--- src/rtl/instr_encoder_loader.sv ---
// Packs abstract RV32I instructions (ADD/ADDI/LW/SW) into 32-bit words and streams them into
// instruction memory through a small FIFO. Optional build macro: ENC_X0_DROP_EN.
module instr_encoder_loader #(
  parameter int DEPTH      = 64,
  parameter int FIFO_DEPTH = 4,
  localparam int AW        = $clog2(DEPTH)
) (
  input  logic          clk,
  input  logic          rst,
  input  logic          prog_start,
  input  logic          in_valid,
  output logic          in_ready,
  input  logic [1:0]    in_op,
  input  logic [4:0]    in_rd,
  input  logic [4:0]    in_rs1,
  input  logic [4:0]    in_rs2,
  input  logic [11:0]   in_imm,
  output logic          imem_we,
  output logic [AW-1:0] imem_addr,
  output logic [31:0]   imem_wdata,
  output logic [AW:0]   prog_len,
`ifdef ENC_X0_DROP_EN
  output logic [7:0]    drop_cnt,
`endif
  output logic          full
);
  // Handshake: a word is accepted on a rising edge where in_valid && in_ready;
  // in_ready never depends on in_valid.
  localparam int FW = $clog2(FIFO_DEPTH);
  localparam logic [1:0] OP_ADD = 2'b00, OP_ADDI = 2'b01, OP_LW = 2'b10, OP_SW = 2'b11;

  typedef enum logic {ST_RUN, ST_FULL} state_t;

  state_t        state_q, state_d;
  logic [31:0]   fifo_mem_q [FIFO_DEPTH];
  logic [FW-1:0] rd_ptr_q, rd_ptr_d, wr_ptr_q, wr_ptr_d;
  logic [FW:0]   cnt_q, cnt_d;
  logic [AW:0]   prog_len_q, prog_len_d;
  logic          imem_we_q, imem_we_d;
  logic [AW-1:0] imem_addr_q, imem_addr_d;
  logic [31:0]   imem_wdata_q, imem_wdata_d;
  logic [31:0]   enc_word;
  logic          accept, push, pop;
`ifdef ENC_X0_DROP_EN
  logic [7:0]    drop_cnt_q, drop_cnt_d;
  logic          drop;
`endif

  always_comb begin
    enc_word = '0;
    case (in_op)
      OP_ADD:  enc_word = {7'b0, in_rs2, in_rs1, 3'b000, in_rd, 7'b0110011};
      OP_ADDI: enc_word = {in_imm, in_rs1, 3'b000, in_rd, 7'b0010011};
      OP_LW:   enc_word = {in_imm, in_rs1, 3'b010, in_rd, 7'b0000011};
      OP_SW:   enc_word = {in_imm[11:5], in_rs2, in_rs1, 3'b010, in_imm[4:0], 7'b0100011};
      default: enc_word = '0;
    endcase
  end

  always_comb begin
    in_ready = (cnt_q != (FW+1)'(FIFO_DEPTH)) && !rst && !prog_start;
    accept   = in_valid && in_ready;
    push     = accept;
`ifdef ENC_X0_DROP_EN
    // Writes to x0 are architecturally dead; only the canonical NOP survives.
    drop = accept && (in_op != OP_SW) && (in_rd == 5'd0) &&
           !((in_op == OP_ADDI) && (in_rs1 == 5'd0) && (in_imm == 12'd0));
    if (drop) push = 1'b0;
    drop_cnt_d = drop_cnt_q;
    if (drop && (drop_cnt_q != 8'hFF)) drop_cnt_d = drop_cnt_q + 8'd1;
`endif
    pop          = (state_q == ST_RUN) && (cnt_q != '0);
    state_d      = state_q;
    rd_ptr_d     = rd_ptr_q;
    wr_ptr_d     = wr_ptr_q;
    cnt_d        = cnt_q;
    prog_len_d   = prog_len_q;
    imem_we_d    = 1'b0;
    imem_addr_d  = imem_addr_q;
    imem_wdata_d = imem_wdata_q;
    if (prog_start) begin
      rd_ptr_d   = '0;
      wr_ptr_d   = '0;
      cnt_d      = '0;
      prog_len_d = '0;
      state_d    = ST_RUN;
    end else begin
      if (pop) begin
        imem_we_d    = 1'b1;
        imem_addr_d  = prog_len_q[AW-1:0];
        imem_wdata_d = fifo_mem_q[rd_ptr_q];
        rd_ptr_d     = rd_ptr_q + 1'b1;
        prog_len_d   = prog_len_q + 1'b1;
        if (prog_len_q == (AW+1)'(DEPTH - 1)) state_d = ST_FULL;
      end
      if (push) wr_ptr_d = wr_ptr_q + 1'b1;
      if (push && !pop) cnt_d = cnt_q + 1'b1;
      else if (pop && !push) cnt_d = cnt_q - 1'b1;
    end
  end

  always_ff @(posedge clk) begin
    if (push) fifo_mem_q[wr_ptr_q] <= enc_word;
  end

  always_ff @(posedge clk) begin
    if (rst) begin
      state_q      <= ST_RUN;
      rd_ptr_q     <= '0;
      wr_ptr_q     <= '0;
      cnt_q        <= '0;
      prog_len_q   <= '0;
      imem_we_q    <= 1'b0;
      imem_addr_q  <= '0;
      imem_wdata_q <= '0;
`ifdef ENC_X0_DROP_EN
      drop_cnt_q   <= '0;
`endif
    end else begin
      state_q      <= state_d;
      rd_ptr_q     <= rd_ptr_d;
      wr_ptr_q     <= wr_ptr_d;
      cnt_q        <= cnt_d;
      prog_len_q   <= prog_len_d;
      imem_we_q    <= imem_we_d;
      imem_addr_q  <= imem_addr_d;
      imem_wdata_q <= imem_wdata_d;
`ifdef ENC_X0_DROP_EN
      drop_cnt_q   <= drop_cnt_d;
`endif
    end
  end

  assign imem_we    = imem_we_q;
  assign imem_addr  = imem_addr_q;
  assign imem_wdata = imem_wdata_q;
  assign prog_len   = prog_len_q;
  assign full       = (prog_len_q == (AW+1)'(DEPTH));
`ifdef ENC_X0_DROP_EN
  assign drop_cnt   = drop_cnt_q;
`endif
endmodule

--- config.mk ---
export PLATFORM = sky130hd
export DESIGN_NAME = instr_encoder_loader
export DESIGN_NICKNAME = d
export VERILOG_FILES = /design/src/rtl/instr_encoder_loader.sv
export SDC_FILE = /design/constraint.sdc
export NUM_CORES = 1
export LEC_CHECK = 0
export BUFFER_PORTS_ARGS = -buffer_cell sky130_fd_sc_hd__buf_2
export CORE_ASPECT_RATIO = 1.5
export CORE_MARGIN = 5
export CORE_UTILIZATION = 30
export CTS_CLUSTER_SIZE = 28
export DETAILED_ROUTE_END_ITERATION = 10
export PLACE_DENSITY = 0.46
export REMOVE_ABC_BUFFERS = 1
export SYNTH_ARGS = -nofsm -noshare
export SYNTH_HDL_FRONTEND = slang
export SYNTH_SLANG_ARGS = --single-unit
--- constraint.sdc ---
create_clock -name clk -period 3.85 [get_ports clk]
set_input_delay 0.5775 -clock clk [delete_from_list [all_inputs] [get_ports clk]]
set_output_delay 0.5775 -clock clk [all_outputs]
set_load 0.02 [all_outputs]
== After elaboration in Yosys (flattened, before gate mapping) ==
Memory sizes are Yosys's and may differ from the RTL's. A register that Yosys moved wholly into a read port is not among the register bits.
Cells that the tools add are included.
Operators by class
  bitwise gates (word level): 2
  eq/ne operators: 6
  reduce and logical (&&, ||, !) cells: 16
  add/subtract/negate cells: 5
  muxes and demuxes: 6
Operators by type and width (number)
  $pmux W32 S4: 1
  $add A7 B1 Y7 const B: 1
  $eq A7 B6 Y1 const B: 1
  $eq A7 B7 Y1 const B: 1
  $logic_and A1 B1 Y1: 6
  $mux W3: 2
  $add A2 B1 Y2 const B: 2
  $eq A2 B2 Y1 const B: 2
  $logic_not A1 Y1: 4
  $reduce_and A2 Y1: 2
  $add A3 B1 Y3 const B: 1
  $mux W1: 3
  $ne A3 B3 Y1 const B: 1
  $reduce_bool A3 Y1: 1
  $sub A3 B1 Y3 const B: 1
  $eq A2 B1 Y1 const B: 1
  $logic_not A2 Y1: 1
  $not A1 Y1: 2
  $reduce_bool A2 Y1: 1
  $reduce_or A2 Y1: 1
Storage, ports and cells
  bits in writable memories: 128
  input port bits: 33
  memories: 1
  output and inout port bits: 48
  word-level logic and storage cells: 43
  register bits: 22
Memory list
  fifo_mem_q: words 4, bits a word 32, rd ports 1, clocked after Yosys merged registers in 1, wr ports 1, line 35  | logic [31:0] fifo_mem_q [FIFO_DEPTH];

== Longest topological paths before layout ==
  depth in word-level cells: 8
  depth in mapped cells: 10
  gate-level depth less buffers: 8

== Least setup slack after synthesis ==
Ideal clock, no wire load.
  path type: input to register
  start point: input rst
  end point: register cnt_q[2]
  cell stages on the path: 10
  data arrival time: 2.499 ns
  path slack: 1.281 ns
  data required time: 3.780 ns
  library setup time: 0.070 ns
  path buffers: 2
  cell sequence: buf_2 > nor2_1 > and3_1 > buf_2 > ha_1 > inv_1 > fa_1 > xor2_1 > or3_1 > a21oi_1
Between the ends
  word-level cells in the longest chain between the ends: 7
  elaborated cells between the ends (all ways): 10
  those cells by class: mux (1); reduce/logical (9)
Ends and longest elaborated chain
  start: declaration: line 9  | input logic rst,
  $logic_not A1 Y1 (*): line 61  | in_ready = (cnt_q != (FW+1)'(FIFO_DEPTH)) && !rst && !prog_start;
  $logic_and A1 B1 Y1 (*) (2 in series): line 61
  $logic_and A1 B1 Y1 (*): line 62  | accept = in_valid && in_ready;
  named net accept: line 43  | logic accept, push, pop;
  $logic_not A1 Y1: line 98  | else if (pop && !push) cnt_d = cnt_q - 1'b1;
  $logic_and A1 B1 Y1: line 98
  $reduce_bool A2 Y1 (no line)
  end signal: assignment: line 123  | cnt_q <= cnt_d;
  end: declaration: line 37  | logic [FW:0] cnt_q, cnt_d;
The timed path passes the listed nets; every way through them passes the cells marked *.
A chain may end at the register's enable or synchronous reset.

== Worst setup path in the final report ==
  start point: register prog_len_q[0], in the netlist prog_len[0]
  end point: output full
Between the ends
  word-level cells in the longest chain between the ends: 1
Ends and longest elaborated chain
  start: declaration: line 38  | logic [AW:0] prog_len_q, prog_len_d;
  start signal: assignment: line 124  | prog_len_q <= prog_len_d;
  $eq A7 B7 Y1: line 138  | assign full = (prog_len_q == (AW+1)'(DEPTH));
  end: declaration: line 25  | output logic full
No other way between the ends.

==> out/metrics.csv <==
metric;value;unit
Yosys top cell area share;0.515;
final setup skew;0.00758;ns
crit path kind;reg -> out;
largest net degree at the start of global routing;29;
CP endpoint kind;primary output;
Antenna diodes;0;
CP max FO;8;
I/O Buffers;75;
routability cong.;0.792;
CTS tree;yes;
Area Overhead vs Synth;21.7;%
Ports;81;
Detailed Route WL;12500;um
WP data required;3.27;ns
global-route wire length before repair;19600;um
most common flop cell mapped by yosys;edfxtp_1;
synthesis warning total;0;
multi-input logic area;1690;um^2
slowest stage delay, CP;0.60;ns
cell count after synthesis;358;
Worst-path clk slew;0.06;ns
MaxCap Viol Count;0;
post_cts resized;0;
htree depth;4;
Fin Setup TNS;0;ns
CTS Root Cell;clkbuf_16;
FILL cells;1846;
fin crit share;0.670;
DR pass1 iterations;4;
post-CTS setup buffer count;0;
placed cells;675;
Worst EP arrival;2.00;ns
core area;19200;um^2
die area;22400;um^2
Mapped Area;5840;um^2
Reg area;3970;um^2
Hold Buf Count CTS;0;
Slew HR;0.326;
Final Critical Period;2.58;ns
Clk Latency, worst-skew pair;0.42;ns
Buf/Inv on CP;2;
Post-synth ARST share;0;
Final nets;483;
Seq/Total Area, Yosys;0.679;
area leader, netlist;edfxtp_1;
Max Slew Vio Count;0;
post-DR wirelength/cell;17.7;um
Vias;3291;
total global routing overflow;0;
Setup crit start kind;flip-flop;
CP delay by family, top;simple AND/OR/NAND/NOR gates;
post-synthesis register bit count;148;
Final setup viols;0;
RSZ-0062 raised after global routing;false;
DP Wirelength;7900;um
slowest CP cell;or4b_2;
layout cells sized above 1;0.326;
Cell variety after synth;40;
Std-Cell Rows;62;
Area contributors post-synth;edfxtp_1 51%, dfxtp_1 16%, mux4_2 9.6%;
synthesized area per cell;16.3;um^2
worst slew pin tran;1.01;ns
final hold violations;0;
Power Density;581;nW/um^2
Die Ht;181;um
number of global-route vias before repair;3608;
Vias/cell;4.65;
initial core utilization;0.305;
total leakage power;2.59;nW
FMAX;387;MHz
iteration-0 DRC count of the detailed router;154;
status;finished clean;
EDFF count, synth;100;
TritonCTS buffer count;17;
antenna viol nets, final;0;
die span in x;124;um
CTS sink count;148;
initial antenna violation count;0;
post-route insts no fill;707;
worst min-delay path class;in -> reg;
DRC;0;
Worst VDD drop;0.000283;V
Longest Clk Path Bufs;2;
Global Route Usage Sum;0.118;
critical path, cell by cell;inv_1 > ha_1 > or4b_2 > nor3b_1 > buf_2;
## per-stage QoR
step	util	hold slack (ns)	instance area (um^2)	setup WS [ns]	total power [mW]
CTS	0.371	0.361	7100	1.23	4.19
global route	0.371	0.361	7100	1.09	4.31
floorplan	-	0.468	5690	1.45	2.17
global placement	0.336	0.451	6440	1.07	2.34
detailed placement	0.336	0.450	6440	0.981	2.35
finish	0.371	0.379	7100	1.27	4.13
## layout make-up
| class | count | share of cell area |
|---|---|---|
| Tap cell | 256 | 0.0451 |
| Multi-Input combinational cell | 179 | 0.238 |
| Timing Repair Buffer | 82 | 0.0603 |
| Clock buffer | 23 | 0.0687 |
| Inverter | 10 | 0.00529 |
| Sequential cell | 148 | 0.558 |
| Clock inverter | 9 | 0.0243 |
## metal layers
layer | global-route usage | wire, um
met3 | 0.0382 | 742
met5 | 0 | 0
met4 | 0.0532 | 346
met1 | 0.140 | 5190
met2 | 0.193 | 6210
## synthesized netlist by cell type, types with 3 or more instances
cell type,instances
buf_2,8
edfxtp_1,100
a21oi_1,15
or4_1,3
buf_6,3
nand3_1,8
a22o_1,36
clkbuf_1,5
nand2_1,5
dfxtp_1,48
inv_1,10
o31ai_1,9
buf_4,9
and2_1,12
o21ai_0,5
nor2_1,11
ha_1,11
mux4_2,25
mux2i_1,4
or3_1,7
## power by group
part | switching (mW) | total [mW] | internal [mW]
registers | 0.0655 | 1.84 | 1.77
clock network | 0.607 | 1.82 | 1.22
logic | 0.274 | 0.467 | 0.193
total | 0.947 | 4.13 | 3.18
## final timing paths
| path | start | to | slack [ns] | cells past startpoint |
|---|---|---|---|---|
| hold / removal | in_rs1[2] | fifo_mem_q[1][17]$_DFFE_PP_ | 0.38 | 1 |
| setup reg to reg | cnt_q[0]$_SDFFE_PP0P_ | cnt_q[2]$_SDFFE_PP0P_ | 1.45 | 8 |
| setup / recovery | prog_len[0]$_SDFFE_PP0P_ | full | 1.27 | 5 |
| hold reg to reg | imem_wdata[26]$_SDFFE_PP0P_ | imem_wdata[26]$_SDFFE_PP0P_ | 0.47 | 1 |
## sequential cells by signal, indices dropped and copies added, names as in the netlist
name	flops
cnt_q	3
fifo_mem_q	100
imem_addr	6
imem_wdata	26
imem_we	1
prog_len	7
rd_ptr_q	2
state_q	1
wr_ptr_q	2
## placed cells by master, fill, tap and decap left out, types with 8 or more instances in the layout
master     netlist  layout
dfxtp_1         48      47
edfxtp_1       100     100
nand3_1          8       8
nor2_1          11      11
o31ai_1          9       9
and2_1          12      12
mux4_2          25      25
a22o_1          36      36
inv_1           10      10
a21oi_1         15      15
ha_1            11      11
clkbuf_16        0      17
buf_2            8      75
## cells by family (layout without fill, tap and decap cells)
logic type | Yosys count | count (layout) | share of synthesized area
AOI/OAI and AO/OA | 66 | 66 | 0.0855
xor gates and xnor gates | 2 | 2 | 0.00300
adders and majority gates | 12 | 12 | 0.0270
buffers and inverters | 35 | 124 | 0.0339
DFF | 148 | 148 | 0.679
muxes | 30 | 30 | 0.105
other | 1 | 5 | 0.000643
and+or+nand+nor | 64 | 64 | 0.0654
No activity file was read; power rests on OpenSTA's default activity.
